===== src/rtl/missile_ctl_if.sv =====
// Missile controller port bundle: ship/fire/frame inputs and missile position outputs.
// master drives the controller inputs; slave is the controller side.
interface missile_ctl_if;
   logic        fire;
   logic [10:0] ship_xpos;
   logic [10:0] ship_ypos;
   logic        vblnk_in;
   logic        hit;
   logic [10:0] xpos;
   logic [10:0] ypos;
   logic        on;
   logic        ready;

   modport master (
      output fire, ship_xpos, ship_ypos, vblnk_in, hit,
      input  xpos, ypos, on, ready
   );

   modport slave (
      input  fire, ship_xpos, ship_ypos, vblnk_in, hit,
      output xpos, ypos, on, ready
   );
endinterface


===== src/rtl/missile_ctl.sv =====
// Player missile motion controller: launch, per-frame climb, retire, cooldown.
// Optional AUTOFIRE_EN: launch on fire level instead of fire rising edge.
module missile_ctl #(
   parameter int STEP            = 8,
   parameter int MISSILE_H       = 20,
   parameter int COOLDOWN_FRAMES = 10
) (
   input  logic         pclk,
   input  logic         rst,
   missile_ctl_if.slave bus
);

   localparam logic [1:0] S_IDLE = 2'd0;
   localparam logic [1:0] S_FLY  = 2'd1;
   localparam logic [1:0] S_COOL = 2'd2;

   localparam logic [10:0] STEP_W = 11'(STEP);
   localparam logic [10:0] H_W    = 11'(MISSILE_H);
   localparam logic [7:0]  COOL_W = 8'(COOLDOWN_FRAMES);

   logic [1:0]  state_q, state_d;
   logic [10:0] xpos_q, xpos_d;
   logic [10:0] ypos_q, ypos_d;
   logic [7:0]  cnt_q, cnt_d;
   logic        on_q, ready_q;
   logic        fire_q, vblnk_q;
   logic        fire_edge, tick, launch, retire;

   assign fire_edge = bus.fire & ~fire_q;
   assign tick      = bus.vblnk_in & ~vblnk_q;

`ifdef AUTOFIRE_EN
   assign launch = bus.fire | fire_edge;
`else
   assign launch = fire_edge;
`endif

   always_comb begin
      state_d = state_q;
      xpos_d  = xpos_q;
      ypos_d  = ypos_q;
      cnt_d   = cnt_q;
      retire  = 1'b0;
      unique case (state_q)
         S_IDLE: begin
            if (launch && (bus.ship_ypos >= H_W)) begin
               xpos_d  = bus.ship_xpos;
               ypos_d  = bus.ship_ypos - H_W;
               state_d = S_FLY;
            end
         end
         S_FLY: begin
            // hit wins over a simultaneous frame tick
            if (bus.hit) begin
               retire = 1'b1;
            end else if (tick) begin
               if (ypos_q >= STEP_W) ypos_d = ypos_q - STEP_W;
               else                  retire = 1'b1;
            end
         end
         S_COOL: begin
            if (tick) begin
               cnt_d = cnt_q - 8'd1;
               if (cnt_q == 8'd1) state_d = S_IDLE;
            end
         end
         default: state_d = S_IDLE;
      endcase
      if (retire) begin
         if (COOL_W == 8'd0) begin
            state_d = S_IDLE;
         end else begin
            cnt_d   = COOL_W;
            state_d = S_COOL;
         end
      end
   end

   always_ff @(posedge pclk or negedge rst) begin
      if (!rst) begin
         state_q <= S_IDLE;
         xpos_q  <= '0;
         ypos_q  <= '0;
         cnt_q   <= '0;
         on_q    <= 1'b0;
         ready_q <= 1'b1;
         fire_q  <= 1'b0;
         vblnk_q <= 1'b0;
      end else begin
         state_q <= state_d;
         xpos_q  <= xpos_d;
         ypos_q  <= ypos_d;
         cnt_q   <= cnt_d;
         on_q    <= (state_d == S_FLY);
         ready_q <= (state_d == S_IDLE);
         fire_q  <= bus.fire;
         vblnk_q <= bus.vblnk_in;
      end
   end

   assign bus.xpos  = xpos_q;
   assign bus.ypos  = ypos_q;
   assign bus.on    = on_q;
   assign bus.ready = ready_q;

endmodule


===== src/flat_wrapper.sv =====
// flat-port wrapper written by rule: the top's interface ports become plain ports
module missile_ctl_flat 
#(
   parameter int STEP            = 8,
   parameter int MISSILE_H       = 20,
   parameter int COOLDOWN_FRAMES = 10
)
  (pclk, rst, bus_fire, bus_ship_xpos, bus_ship_ypos, bus_vblnk_in, bus_hit, bus_xpos, bus_ypos, bus_on, bus_ready);
  missile_ctl_if bus_i ();
  input  logic pclk;
  input  logic rst;
  input wire logic [$bits(bus_i.fire)-1:0] bus_fire;
  input wire logic [$bits(bus_i.ship_xpos)-1:0] bus_ship_xpos;
  input wire logic [$bits(bus_i.ship_ypos)-1:0] bus_ship_ypos;
  input wire logic [$bits(bus_i.vblnk_in)-1:0] bus_vblnk_in;
  input wire logic [$bits(bus_i.hit)-1:0] bus_hit;
  output wire logic [$bits(bus_i.xpos)-1:0] bus_xpos;
  output wire logic [$bits(bus_i.ypos)-1:0] bus_ypos;
  output wire logic [$bits(bus_i.on)-1:0] bus_on;
  output wire logic [$bits(bus_i.ready)-1:0] bus_ready;
  assign bus_i.fire = bus_fire;
  assign bus_i.ship_xpos = bus_ship_xpos;
  assign bus_i.ship_ypos = bus_ship_ypos;
  assign bus_i.vblnk_in = bus_vblnk_in;
  assign bus_i.hit = bus_hit;
  assign bus_xpos = bus_i.xpos;
  assign bus_ypos = bus_i.ypos;
  assign bus_on = bus_i.on;
  assign bus_ready = bus_i.ready;
  missile_ctl #(.STEP(STEP), .MISSILE_H(MISSILE_H), .COOLDOWN_FRAMES(COOLDOWN_FRAMES)) u_core (.pclk(pclk), .rst(rst), .bus(bus_i));
endmodule

===== config.mk =====
export PLATFORM = sky130hd
export DESIGN_NAME = missile_ctl_flat
export DESIGN_NICKNAME = d
export VERILOG_FILES = /design/src/rtl/missile_ctl_if.sv /design/src/rtl/missile_ctl.sv /design/src/flat_wrapper.sv
export SDC_FILE = /design/constraint.sdc
export NUM_CORES = 1
export LEC_CHECK = 0
export ABC_AREA = 1
export BUFFER_PORTS_ARGS = -buffer_cell sky130_fd_sc_hd__buf_2
export CORE_UTILIZATION = 54
export CTS_BUF_LIST = sky130_fd_sc_hd__clkbuf_8 sky130_fd_sc_hd__clkbuf_16
export CTS_CLUSTER_SIZE = 40
export DETAILED_ROUTE_END_ITERATION = 10
export PLACE_DENSITY = 0.8
export SLEW_MARGIN = 20
export SYNTH_ARGS = -nofsm -noshare
export SYNTH_HDL_FRONTEND = slang
export SYNTH_SLANG_ARGS = --single-unit

===== constraint.sdc =====
create_clock -name pclk -period 1.8 [get_ports pclk]
set_input_delay 0.18 -clock pclk [delete_from_list [all_inputs] [get_ports pclk]]
set_output_delay 0.18 -clock pclk [all_outputs]
set_load 0.02 [all_outputs]

==> results.md, run 1 <==
* Slew Limit Fails at 0
* R2R Path End: u_core.cnt_q[3]
* Power per standard cell area at approximately 1600 nW/um^2
* Starting Density at between 50 and 60%
* Actual slew at the worst max-slew pin at about 0.75 ns
* Clock latency on the worst-skew pair at 0.28 ns
* N_diodes at 0
* Post-synth EDFFs at 0
* Top cells by count, synth: nand2_1 (78), nand3_1 (39), dfrtp_1 (35)
* Worst setup EP type: flop
* Slew Limit Headroom at between 40 and 50%
* Top FF cell, synth: dfrtp_1
* FILL cells at 311
* Fin util at 68.0%
* CTS tree: built
* MaxCap Viol Count at 0
* Area of the core at ~3800 sq um
* CP max FO at 9
* Setup violations, final at 0
* Crit path arrival time at around 1.8 ns
* Number of core rows at 22
* Die Width at between 60 and 70 um
* Via count at 1912
* Ys Warns at 0
* Failing checks: hold timing
* Area leader, netlist: dfrtp_1
* Ranking of synthesized cells by area: dfrtp_1 (40%), nand2_1 (13%), nand3_1 (8.8%), inv_1 (4.9%), nor2_1 (4.4%)
* Fraction of registers with async set or reset after synthesis at 100%
* Total Nets Final at approximately 370
* Status: complete, but fails checks
* Reg2Reg Launch Point: u_core.bus.ypos[3]
* Tmin final at 1.53 ns
* Num Clock Sinks at 36
* HP Class: in -> async
* WS Path Type: reg -> reg
* Synthesized area at 2210 sq um
* Syn avg cell area at around 7.7 sq um
* Final setup skew at 0.00642 ns
* Internal reg-to-reg setup slack at 0.27 ns
* Seq cells post-synth at 36
* Ports at slightly above 50
* Fmax at around 0.65 GHz
* Num CTS Buffers at 5
* Root Buffer: clkbuf_8
* Critical Path Source Type: flop
* Count leader, synth: nand2_1
* Die area at between 4000 and 5000 sq um
* Initial antenna violation count at 0
* Routed wire length per instance at between 10 and 15 um
* Post_cts resized at 0
* Yosys cell types at 30
* TritonRoute pass-1 iters at 4
* Gr usage total at between 20% and 30%
* Setup TNS at 0 ns
* H-tree depth at 2
* Area Growth Syn to Fin at 17.0%
* Drt initial violations at ~100
* Fin crit share at about 85%
* Pwr Total at between 4000 and 5000 uW
* RSZ-0062 raised after global routing: no
* Die H at 66.0 um
* CP required at between 2 and 2.5 ns
* DR DRC count at 0
* First-pass GRT wire length at ~7400 um
* Fraction of layout cells with a size suffix above 1 at about 29%
* Max Root-Sink Buffers at 2
* Synth top area share at 39.7%
* R2r worst-path depth at 9
* Remaining antenna violation count at 0
* Leak at around 0.0014 uW
* Grt total ovfl at 0
* RePlAce Congestion at around 0.89
* Number of global-route vias before repair at ~1600
* Largest net degree at the start of global routing at 37
* Dpl hpwl at 3360 um
* Hold WS at -0.0391 ns
* IO buf count at 50
* Final wirelength at between 4000 and 5000 um
* Syn Inst Count at ~290
* CTS clk-pin slew, worst paths at about 0.070 ns
* Vias per cell at about 5
* Final Hold Fails at 35
* Part of the Yosys area used for sequential elements at a little over 40%
* Post-Syn Nets at 320
* Maximum vdd drop at between 0.9 and 1 mV
## through the flow
step	setup WS [ns]	cells	area, sq um
6_report	0.269	391	2580
5_1_grt	0.122	391	2580
4_1_cts	0.268	390	2570
3_5_place_dp	0.266	382	2480
3_3_place_gp	0.323	382	2480
2_1_floorplan	0.251	288	2210
## registers in the layout, indices dropped and copies added, names as in the netlist
register / cells
u_core.bus.xpos: 11
u_core.bus.ypos: 11
u_core.cnt_q: 8
u_core.state_q: 2
u_core.bus.on: 1
u_core.bus.ready: 1
u_core.fire_q: 1
u_core.vblnk_q: 1
## per-layer routing
metal  GRT usage (%)  vias up  wire length (um)
met1            33.4      835              2340
met3            5.34        6               254
met2            32.1       57              1790
met4            6.65        0                51
li1                -     1014                 -
met5               0        -                 0
## how the worst max path moves through the flow
stage | from | to | slack, ns | cells after the start
2_1_floorplan | u_core.bus.ypos[3] | u_core.bus.ypos[7] | 0.25 | 10
3_3_place_gp | u_core.bus.ypos[3] | u_core.bus.ypos[7] | 0.32 | 10
3_5_place_dp | u_core.bus.ypos[3] | u_core.bus.ypos[8] | 0.27 | 10
4_1_cts | u_core.bus.ypos[3] | u_core.bus.ypos[8] | 0.27 | 10
5_1_grt | bus_vblnk_in | u_core.cnt_q[3] | 0.12 | 9
6_report | u_core.bus.ypos[3] | u_core.cnt_q[3] | 0.27 | 9
## worst max-delay path, stage by stage (launching register included)
cell and delay, ns:
dfrtp_1 0.40, inv_2 0.09, ha_1 0.18, nand2_2 0.11
nor2_8 0.13, nand3_2 0.08, nor2_4 0.13, nand2_2 0.10
nand2_4 0.12, or2_1 0.12
## placed cells by master (no fill, tap or decap)
| master | count |
|---|---|
| nand2_1 | 78 |
| buf_2 | 50 |
| nand3_1 | 39 |
| dfrtp_1 | 35 |
| inv_1 | 30 |
| nor2_1 | 26 |
| nand2_2 | 15 |
| a21oi_1 | 8 |
| o21ai_0 | 7 |
| nand2_4 | 6 |
| nor2_4 | 6 |
| clkbuf_8 | 6 |
| ha_1 | 5 |
| inv_2 | 4 |
| nor2_2 | 4 |
| o21ai_1 | 4 |
| xor2_1 | 4 |
| nor3_1 | 3 |
| nand4_1 | 2 |
| nor2_8 | 1 |
| nand3_2 | 1 |
| inv_4 | 1 |
| clkinv_1 | 1 |
| xnor2_1 | 1 |
| or2_1 | 1 |
| inv_6 | 1 |
| nand2_8 | 1 |
| clkinvlp_4 | 1 |
| dlygate4sd3_1 | 1 |
| dfstp_2 | 1 |
## timing repair
item | in CTS | in global routing
buffers inserted | 0 | 0
hold endpoints to repair | 0 | 1
hold buffers | 0 | 1
endpoints found under the setup margin | 0 | 0
## cell families after synthesis
| family | share of synthesized area [%] |
|---|---|
| simple gates | 41.8 |
| buf+inv | 8.22 |
| compound gates | 4.31 |
| flops | 40.9 |
| xor+xnor | 1.98 |
| fa+ha+maj | 2.83 |
## cell type report
| class | count | area [sq um] | area share [%] |
|---|---|---|---|
| clock buffer | 6 | 82.6 | 3.20 |
| clock inverter | 2 | 11.3 | 0.436 |
| inverter | 36 | 143 | 5.52 |
| multi-input combinational | 212 | 1120 | 43.5 |
| sequential | 36 | 902 | 34.9 |
| tap | 48 | 60.1 | 2.32 |
| timing repair buffer | 51 | 260 | 10.1 |
## where the power goes
part | internal [uW] | total [uW] | leakage (uW) | switching [uW]
registers | 1140 | 1390 | 0.000446 | 251
clock network | 305 | 585 | 0.0000486 | 280
logic | 680 | 2090 | 0.000904 | 1410
Power figures use the tool's default switching activity.
==> run 2: changes to the inputs <==
==> constraint.sdc (replaced) <==
create_clock -name pclk -period 1.8 [get_ports pclk]
set_input_delay 0.09 -clock pclk [delete_from_list [all_inputs] [get_ports pclk]]
set_output_delay 0.09 -clock pclk [all_outputs]
set_load 0.02 [all_outputs]
==> results.md, run 2 (synthesis results as in run 1) <==
* Status: finished, final reports clean
* Pint at 2130 uW (+0.12%)
* Dpl hpwl at 3360 um (unchanged)
* CP top delay family: simple AND/OR/NAND/NOR gates
* Leak at 0.00141 uW (+0.60%)
* Num CTS Buffers at 5 (unchanged)
* Vias per cell at 4.87 (-0.40%)
* WHS Endpoint: u_core.bus.ypos[2]
* Post-layout instance area at 2600 sq um (+0.77%)
* Die Width at 66.0 um (unchanged)
* Via count at 1914 (+0.10%)
* TritonRoute pass-1 iters at 4 (unchanged)
* Worst hold start: bus_ship_ypos[2]
* Area occupied by multi-input gates at 1120 sq um (unchanged)
* Crit-path most repeated cell: nand2_2
* Die area at 4350 sq um (unchanged)
* Number of global-route vias before repair at 1664 (+2.0%)
* Root Buffer: clkbuf_8
* Total Nets Final at 376 (+0.53%)
* IO buf count at 50 (unchanged)
* Internal reg-to-reg setup slack at 0.27 ns (about the same)
* Crit path arrival time at 1.76 ns (about the same)
* Fmax at 0.653 GHz (about the same)
* Power per standard cell area at 1560 nW/um^2 (-0.70%)
* Final non-filler cell total at 393 (+0.51%)
* Clock latency on the worst-skew pair at 0.29 ns (about the same)
* CTS clk-pin slew, worst paths at 0.07 ns (about the same)
* MaxCap Viol Count at 0 (unchanged)
* RePlAce Congestion at 0.886 (unchanged)
* Buf/Inv on CP at 1 (unchanged)
* GRT Max-Usage Layer: met2
* Commonest non-fill, non-tap cells in the layout: nand2_1 (78), buf_2 (50), nand3_1 (39)
* Routed wire length per instance at 11.3 um (-0.20%)
* Most common cell after layout, fill and taps aside: nand2_1
* Max Root-Sink Buffers at 2 (unchanged)
* Final wirelength at 4460 um (+0.32%)
* Met2 Use GR at 33.2% (+1.0 points)
* Gr usage total at 22.6% (+0.15 points)
* Max incr delay on CP at 0.40 ns (about the same)
* Remaining antenna violation count at 0 (unchanged)
* Crit-path cells: inv_2 > ha_1 > nand2_2 > nor2_8 > nand3_2 > nor2_4 > nand2_2 > nand2_4 > or2_1
* H-tree depth at 2 (unchanged)
* Hold Path Cell Cnt at 2
* Fraction of layout cells with a size suffix above 1 at 28.4% (-0.17 points)
* Net switching power at 1940 uW (about the same)
* Net Sw Frac at 47.6% (about the same)
* Clk pwr share at 14.4% (about the same)
* HP Class: in -> reg
* R2r worst-path depth at 9 (unchanged)
* Drt initial violations at 99 (-2.0%)
* Combinational power share at 51.3% (about the same)
* Met3 Usage GRT at 5.52% (+0.17 points)
* Final Hold Fails at 0 (-100%)
* Slew Limit Fails at 0 (unchanged)
* Reg power frac at 34.3% (about the same)
* Area of the core at 3800 sq um (unchanged)
* CP max FO at 9 (unchanged)
* Die H at 66.0 um (unchanged)
* Inst Count DP at 382 (unchanged)
* Largest net degree at the start of global routing at 37 (unchanged)
* Actual slew at the worst max-slew pin at 0.757 ns (+0.00238 ns)
* WS Path Type: reg -> reg
* Slew Limit Headroom at 49.5% (-0.16 points)
* First-pass GRT wire length at 7450 um (+0.84%)
* RSZ-0062 raised after global routing: no
* Setup violations, final at 0 (unchanged)
* Slowest stage cell, crit path: dfrtp_1
* Area Growth Syn to Fin at 17.9%
* FILL cells at 308 (-0.96%)
* CTS tree: built
* Starting Density at 58.1% (unchanged)
* R2R Path End: u_core.cnt_q[3]
* Setup TNS at 0 ns (unchanged)
* Tmin final at 1.53 ns (+0.000867 ns)
* Grt total ovfl at 0 (unchanged)
* N_diodes at 0 (unchanged)
* Worst setup EP type: flop
* Final setup skew at 0.00695 ns (+0.000531 ns)
* DR DRC count at 0 (unchanged)
* Initial antenna violation count at 0 (unchanged)
* Critical Path Source Type: flop
* Ports at 51 (unchanged)
* Number of core rows at 22 (unchanged)
* Reg2Reg Launch Point: u_core.bus.ypos[3]
* CP required at 2.02 ns (about the same)
* Num Clock Sinks at 36 (unchanged)
* Maximum vdd drop at 0.937 mV (-0.17%)
* DP Area at 2480 sq um (unchanged)
* Fin crit share at 85.1% (about the same)
* Met1 Track Usage GR at 32.9% (-0.55 points)
* Storage element area at 902 sq um (unchanged)
==> run 2: cell type report <==
class                      count  share of cell area, %
clock buffer                   6                   3.17
clock inverter                 2                  0.432
timing repair buffer          53                   10.8
multi-input combinational    212                   43.2
inverter                      36                   5.48
tap                           48                   2.31
sequential                    36                   34.6
==> run 2: repair_timing <==
| item | 4_1_cts | 5_1_grt |
|---|---|---|
| hold endpoints to repair | 37 | 0 |
| hold buffers | 3 | 0 |
| gates resized for setup | 0 | 0 |
| setup buffers | 0 | 0 |
==> run 2: power by group through the flow <==
stage                     combinational [uW]  sequential [uW]  clock, uW
final                                   2090             1400        586
after detailed placement                2080             1410          0
after CTS                               2090             1390        598
after global placement                  2050             1400          0
after global routing                    2310             1440        646
after floorplan                         1230             1710          0
==> run 2: stage by stage <==
step | hold WS, ns | setup slack (ns) | total power, uW | utilization [%]
after detailed placement | 0.214 | 0.266 | 3490 | 65.3
after global placement | 0.212 | 0.323 | 3440 | 65.3
final | 0.0378 | 0.269 | 4070 | 68.5
after CTS | 0.0322 | 0.268 | 4080 | 68.5
after global routing | 0.0276 | 0.164 | 4390 | 68.5
after floorplan | -0.206 | 0.251 | 2930 | -
==> run 2: worst max path at each step <==
stage	slack (ns)	startpoint	depth (start not counted)	to
final	0.27	u_core.bus.ypos[3]	9	u_core.cnt_q[3]
after global routing	0.16	u_core.bus.ypos[7]	8	u_core.bus.ypos[8]
after CTS	0.27	u_core.bus.ypos[3]	10	u_core.bus.ypos[8]
after detailed placement	0.27	u_core.bus.ypos[3]	10	u_core.bus.ypos[8]
after global placement	0.32	u_core.bus.ypos[3]	10	u_core.bus.ypos[7]
after floorplan	0.25	u_core.bus.ypos[3]	10	u_core.bus.ypos[7]
==> run 2: per-layer routing <==
metal | routed length, um | part of all wire (%)
met1 | 2340 | 53
met2 | 1790 | 40
met3 | 272 | 6.1
met4 | 51 | 1.1
met5 | 0 | 0
